===== config.mk =====
export PLATFORM = sky130hd
export DESIGN_NAME = onchip_mem_stream_loader
export DESIGN_NICKNAME = d
export VERILOG_FILES = /design/src/rtl/onchip_mem_stream_loader_pkg.sv /design/src/rtl/onchip_mem_byte_packer.sv /design/src/rtl/onchip_mem_stream_loader.sv
export SDC_FILE = /design/constraint.sdc
export NUM_CORES = 1
export LEC_CHECK = 0
export ABC_AREA = 1
export ABC_CLOCK_PERIOD_IN_PS = 1960
export CAP_MARGIN = 5
export CELL_PAD_IN_SITES_DETAIL_PLACEMENT = 0
export CELL_PAD_IN_SITES_GLOBAL_PLACEMENT = 1
export CORE_MARGIN = 3
export CORE_UTILIZATION = 34
export DETAILED_ROUTE_END_ITERATION = 16
export PLACE_DENSITY = 0.85
export SETUP_SLACK_MARGIN = 0.15
export SLEW_MARGIN = 20
export SYNTH_ARGS = -nofsm -noshare
export SYNTH_HDL_FRONTEND = slang
export SYNTH_SLANG_ARGS = --single-unit

===== constraint.sdc =====
create_clock -name clk -period 1.96 [get_ports clk]
set_clock_uncertainty 0.1 [all_clocks]
set_input_delay 0.294 -clock clk [delete_from_list [all_inputs] [get_ports clk]]
set_output_delay 0.294 -clock clk [all_outputs]
set_load 0.03 [all_outputs]

===== src/rtl/onchip_mem_stream_loader_pkg.sv =====
// Shared types and constants for the on-chip RAM stream loader and RAM wrapper.
package onchip_mem_stream_loader_pkg;

    localparam int unsigned BYTES_PER_WORD = 4;
    localparam int unsigned LANE_W         = $clog2(BYTES_PER_WORD);
    localparam int unsigned WORD_W         = 8 * BYTES_PER_WORD;
    localparam int unsigned RAM_DEPTH      = 5120;
    localparam int unsigned RAM_ADDR_W     = 13;

    typedef enum logic [1:0] {
        IDLE,
        WAIT_SOP,
        PACK,
        DONE
    } loader_state_t;

    // Byte-enable mask covering lanes 0..last_lane
    function automatic logic [BYTES_PER_WORD-1:0] lanes_to_be(input logic [LANE_W-1:0] last_lane);
        lanes_to_be = {BYTES_PER_WORD{1'b1}} >> (LANE_W'(BYTES_PER_WORD - 1) - last_lane);
    endfunction

endpackage


===== src/rtl/onchip_mem_byte_packer.sv =====
// Little-endian byte-to-word assembler: emits a word when lane 3 fills or on the last byte.
module onchip_mem_byte_packer
    import onchip_mem_stream_loader_pkg::*;
(
    input  logic                      clk,
    input  logic                      reset,
    input  logic                      clear,
    input  logic                      beat_valid,
    input  logic [7:0]                beat_data,
    input  logic                      beat_last,
    output logic                      emit_c,
    output logic                      word_valid,
    output logic [WORD_W-1:0]         word,
    output logic [BYTES_PER_WORD-1:0] be
);

    logic [LANE_W-1:0] lane_q;
    logic [WORD_W-1:0] asm_q;
    logic [WORD_W-1:0] asm_c;

    // Merge the incoming byte into its lane and decide whether the word is complete
    always_comb begin
        asm_c                        = asm_q;
        asm_c[{lane_q, 3'b000} +: 8] = beat_data;
        emit_c = beat_valid && (beat_last || (lane_q == LANE_W'(BYTES_PER_WORD - 1)));
    end

    // Lane counter, assembly register and emitted word; word/be hold between emits
    always_ff @(posedge clk) begin
        if (reset) begin
            lane_q     <= '0;
            asm_q      <= '0;
            word_valid <= 1'b0;
            word       <= '0;
            be         <= '0;
        end else begin
            word_valid <= emit_c;
            if (emit_c) begin
                word <= asm_c;
                be   <= lanes_to_be(lane_q);
            end
            if (clear || emit_c) begin
                lane_q <= '0;
                asm_q  <= '0;
            end else if (beat_valid) begin
                lane_q <= lane_q + LANE_W'(1);
                asm_q  <= asm_c;
            end
        end
    end

endmodule


===== src/rtl/onchip_mem_stream_loader.sv =====
// Packet byte stream to on-chip RAM loader: packs bytes into words at consecutive addresses.
module onchip_mem_stream_loader
    import onchip_mem_stream_loader_pkg::*;
#(
    parameter int unsigned ADDR_W = RAM_ADDR_W,
    parameter int unsigned DEPTH  = RAM_DEPTH,
    parameter int unsigned CNT_W  = 15
) (
    input  logic                      clk,
    input  logic                      reset,
    input  logic                      start,
    input  logic [ADDR_W-1:0]         base_addr,
    input  logic                      in_valid,
    output logic                      in_ready,
    input  logic [7:0]                in_data,
    input  logic                      in_sop,
    input  logic                      in_eop,
    output logic [ADDR_W-1:0]         mem_address,
    output logic [BYTES_PER_WORD-1:0] mem_byteenable,
    output logic                      mem_chipselect,
    output logic                      mem_write,
    output logic [WORD_W-1:0]         mem_writedata,
    output logic                      busy,
    output logic                      done,
    output logic [CNT_W-1:0]          byte_count,
    output logic                      wrapped
);

    loader_state_t     state_q;
    loader_state_t     state_d;
    logic              arm_c;
    logic              take_c;
    logic              emit_c;
    logic              word_valid;
    logic [ADDR_W-1:0] ptr_q;
    logic [ADDR_W-1:0] base_c;

    // Out-of-range base addresses start at word 0
    assign base_c = (32'(base_addr) >= DEPTH) ? '0 : base_addr;

    // State register
    always_ff @(posedge clk) begin
        if (reset) begin
            state_q <= IDLE;
        end else begin
            state_q <= state_d;
        end
    end

    // Next-state logic; take_c marks a byte that belongs to the packet
    always_comb begin
        state_d = state_q;
        arm_c   = 1'b0;
        take_c  = 1'b0;
        case (state_q)
            IDLE: begin
                if (start) begin
                    arm_c   = 1'b1;
                    state_d = WAIT_SOP;
                end
            end
            WAIT_SOP: begin
                if (in_valid && in_ready && in_sop) begin
                    take_c  = 1'b1;
                    state_d = in_eop ? DONE : PACK;
                end
            end
            PACK: begin
                if (in_valid && in_ready) begin
                    take_c = 1'b1;
                    if (in_eop) begin
                        state_d = DONE;
                    end
                end
            end
            DONE: begin
                state_d = IDLE;
            end
            default: begin
                state_d = IDLE;
            end
        endcase
    end

    // Status flags, address pointer, byte counter and registered RAM address
    always_ff @(posedge clk) begin
        if (reset) begin
            in_ready    <= 1'b0;
            busy        <= 1'b0;
            done        <= 1'b0;
            ptr_q       <= '0;
            byte_count  <= '0;
            wrapped     <= 1'b0;
            mem_address <= '0;
        end else begin
            in_ready <= (state_d == WAIT_SOP) || (state_d == PACK);
            busy     <= (state_d != IDLE);
            done     <= (state_d == DONE);
            if (arm_c) begin
                ptr_q      <= base_c;
                byte_count <= '0;
                wrapped    <= 1'b0;
            end
            if (take_c) begin
                if (state_q == WAIT_SOP) begin
                    byte_count <= CNT_W'(1);
                end else if (!(&byte_count)) begin
                    byte_count <= byte_count + CNT_W'(1);
                end
            end
            if (emit_c) begin
                mem_address <= ptr_q;
                if (ptr_q == ADDR_W'(DEPTH - 1)) begin
                    ptr_q   <= '0;
                    wrapped <= 1'b1;
                end else begin
                    ptr_q <= ptr_q + ADDR_W'(1);
                end
            end
        end
    end

    // Word assembly; the packer's registered outputs drive the RAM write port
    onchip_mem_byte_packer u_packer (
        .clk        (clk),
        .reset      (reset),
        .clear      (arm_c),
        .beat_valid (take_c),
        .beat_data  (in_data),
        .beat_last  (in_eop),
        .emit_c     (emit_c),
        .word_valid (word_valid),
        .word       (mem_writedata),
        .be         (mem_byteenable)
    );

    assign mem_write      = word_valid;
    assign mem_chipselect = word_valid;

endmodule

==> impl_metrics.sql <==
INSERT INTO impl_metrics (metric_group, metric, value, unit) VALUES
('layout', 'fillerInstances', '1567', ''),
('cts', 'clk-insertion-delay-late', '410', 'ps'),
('grt', 'grt_first_pass_wirelength', '26200', 'um'),
('cts', 'tritoncts.num_buffers', '17', ''),
('grt', 'grt_pass1_vias', '5237', ''),
('routing', 'initialDrtViolationCount', '369', ''),
('sta', 'max_slew_margin', '0.772', ''),
('sta', 'hold_viol_final', '0', ''),
('min_path', 'hold_path.startpoint', 'u_packer.be[0]$_SDFFE_PP0N_', ''),
('critical_path', 'critical-path-max-stage-delay', '660', 'ps'),
('synthesis', 'ff_latch_count_synth', '118', ''),
('synthesis', 'synthesis.yosys.warnings', '0', ''),
('synthesis', 'synthFlopType', 'dfxtp_1', ''),
('routing', 'detailroute.via_count', '5667', ''),
('layout', 'multi_input_area', '2920', 'um2'),
('sta', 'share_of_the_clock_period_used_by_the_worst_path_after_layout', '0.902', ''),
('synthesis', 'seq_area_frac_synth', '0.413', ''),
('grt', 'globalRouteMet3Util', '0.0446', ''),
('critical_path', 'reg2reg_from', 'state_q[1]$_SDFF_PP0_', ''),
('synthesis', 'synth.cell_area', '5710', 'um2'),
('cts', 'cts-root-buf', 'clkbuf_16', ''),
('critical_path', 'crit_cells', '1', ''),
('routing', 'avgRoutedWirePerCell', '14.0', 'um'),
('die', 'io_pins', '97', ''),
('critical_path', 'crit_path_start', 'done$_SDFF_PP0_', ''),
('cts', 'ctsHtreeMaxLevel', '4', ''),
('cts', 'clk_pin_slew_worst_paths', '50', 'ps'),
('critical_path', 'worstPathCellList', 'clkdlybuf4s50_1', ''),
('critical_path', 'critPathBufInv', '1', ''),
('placement', 'placedCellCount', '1123', ''),
('grt', 'grt_max_degree', '37', ''),
('layout', 'insertedDiodeCount', '0', ''),
('grt', 'antenna_found_initial', '0', ''),
('synthesis', 'synth_commonest_cells', '195 x nand2_1, 118 x dfxtp_1, 84 x a21oi_1', ''),
('routing', 'drt_pass1_iterations', '5', ''),
('routing', 'post_drt_via_cell_ratio', '4.85', ''),
('critical_path', 'timing.critical_path.slowest_stage_cell', 'clkdlybuf4s50_1', ''),
('synthesis', 'yosysMostFrequentCell', 'nand2_1', ''),
('die', 'overall_die_height', '136', 'um'),
('sta', 'number_of_pins_exceeding_their_max_slew_limit_in_the_final_report', '0', ''),
('power_and_ir_drop', 'power.static_leakage', '3.33', 'nW'),
('critical_path', 'timing.critical_path.to', 'done', ''),
('layout', 'drive_above_1_share', '0.169', ''),
('grt', 'groute.layer.met2.usage', '0.280', ''),
('sta', 'final.min_clock_period', '1770', 'ps'),
('synthesis', 'synth_top_cell_by_area', 'dfxtp_1', ''),
('job', 'number_of_maximum_capacitance_constraint_violations', '0', ''),
('grt', 'grtUsageTotal', '0.178', ''),
('placement', 'global_placement_routability_congestion', '0.851', ''),
('synthesis', 'synth_nets', '847', ''),
('cts', 'cts_sinks', '118', ''),
('power_and_ir_drop', 'worst_ir_drop_vdd', '0.000641', 'V'),
('sta', 'tightestPinTransition', '339', 'ps'),
('critical_path', 'reg2reg_setup_slack', '210', 'ps'),
('placement', 'portBuffers', '96', ''),
('sta', 'finalHoldWorstSlack', '352', 'ps'),
('die', 'start_util', '0.353', ''),
('cts', 'cts_tree', 'built', ''),
('sta', 'max_freq', '566', 'MHz'),
('sta', 'setup_viol', '0', ''),
('grt', 'grt_busiest_layer', 'met2', ''),
('run_status', 'result_of_the_run', 'complete, no violations', ''),
('die', 'floorplan.die_area', '18400', 'um2'),
('critical_path', 'crit_required', '1570', 'ps'),
('critical_path', 'crit-reg2reg-capture', 'ptr_q[4]$_SDFFE_PP0P_', ''),
('critical_path', 'startpoint_type', 'flop', ''),
('layout', 'finalNetCount', '980', ''),
('min_path', 'path_category_of_the_worst_min_delay_check', 'flop to flop', ''),
('synthesis', 'synth_edf_count', '0', ''),
('layout', 'area_growth_syn_to_layout', '39.9', '%'),
('synthesis', 'post_synth_main_area_contributors', 'dfxtp_1 41%, nand2_1 13%, a21oi_1 7.4%', '');
## worst min-delay path by stage
stage                                                 end  slack [ps]  cells after the start
after CTS                     u_packer.be[0]$_SDFFE_PP0N_         350                      2
after detailed placement      u_packer.be[0]$_SDFFE_PP0N_         340                      2
after global routing      u_packer.asm_q[22]$_SDFFE_PP0N_         380                      2
final                         u_packer.be[0]$_SDFFE_PP0N_         350                      2
after floorplan            u_packer.asm_q[0]$_SDFFE_PP0N_         340                      2
after global placement        u_packer.be[0]$_SDFFE_PP0N_         340                      2
## power breakdown
| group | total, W | switching (W) | internal, W |
|---|---|---|---|
| combinational | 0.000444 | 0.000252 | 0.000192 |
| sequential | 0.00247 | 0.0000368 | 0.00243 |
| clock | 0.00323 | 0.00107 | 0.00216 |
| total | 0.00614 | 0.00136 | 0.00478 |
## state kept, by name, summed over array words and instances, names as in the netlist
signal               count
u_packer.asm_q          32
u_packer.word           32
byte_count              15
mem_address             13
ptr_q                   13
u_packer.be              4
state_q                  2
u_packer.lane_q          2
busy                     1
done                     1
in_ready                 1
u_packer.word_valid      1
wrapped                  1
## worst reg2reg max path, stage by stage, from the launching register on
cell and delay, ps:
dfxtp_4 360, inv_4 80, ha_4 140, nand4_1 130, nand2_2 160, nand3_4 120, buf_12 170, buf_16 150
nand4_1 80, o21ai_1 70, nand2_1 50, o21ai_1 50
## cells in the final DEF (no fill, tap or decap), types with 6 or more instances in the layout
cell type / Yosys / final
nand3_1: 75 / 73
or2_1: 7 / 7
o21ai_1: 5 / 11
nor3_1: 10 / 9
nor2_2: 5 / 13
clkbuf_16: 0 / 18
buf_4: 4 / 48
nand4_1: 11 / 11
dfxtp_1: 118 / 109
inv_1: 81 / 73
a21oi_1: 84 / 80
buf_12: 0 / 6
nand2_1: 195 / 193
o21ai_0: 51 / 45
ha_1: 14 / 8
nor2_1: 46 / 38
nand2_2: 4 / 6
inv_2: 3 / 8
clkdlybuf4s50_1: 0 / 28
dlygate4sd2_1: 0 / 66
o22ai_1: 16 / 16
## logic make-up (layout without fill, tap and decap cells)
logic type / Yosys count / after routing / synth area share
AO/OA/AOI/OAI: 167 / 167 / 0.154
XOR/XNOR: 4 / 4 / 0.00613
adder cells (fa/ha/maj): 14 / 14 / 0.0307
buffers and inverters: 128 / 274 / 0.0988
flip-flops: 118 / 118 / 0.413
AND/OR/NAND/NOR: 375 / 375 / 0.297
## through the flow
| step | instance area [um2] | utilization | TNS, ps | power, W | worst slack (ps) |
|---|---|---|---|---|---|
| floorplan | 5740 | - | 0 | 0.00273 | 202 |
| global route | 7990 | 0.494 | 0 | 0.00637 | 116 |
| finish | 7990 | 0.494 | 0 | 0.00614 | 193 |
| detailed placement | 7160 | 0.443 | -918 | 0.00292 | -80.6 |
| global placement | 7160 | 0.443 | -148 | 0.00293 | -38.8 |
| CTS | 7740 | 0.478 | 0 | 0.00618 | 152 |
## routing by layer
metal,vias up,share of wire
met3,24,0.049
met5,-,0
li1,2910,-
met2,148,0.45
met1,2585,0.48
met4,0,0.019
## layout make-up
cell class	instances	share of cell area
Multi-Input combinational cell	560	0.365
Inverter	86	0.0417
Timing Repair Buffer	156	0.183
Sequential cell	118	0.299
Tap cell	216	0.0338
Clock buffer	24	0.0628
Clock inverter	8	0.0149
## timing repair
item,in CTS,in global routing
buffers inserted,2,10
pin swaps,3,15
setup endpoints to repair,113,92
hold buffers,0,0
resized for setup,74,55
cloned,0,1
hold endpoints to repair,0,0
(Power assumes the default switching activity.)
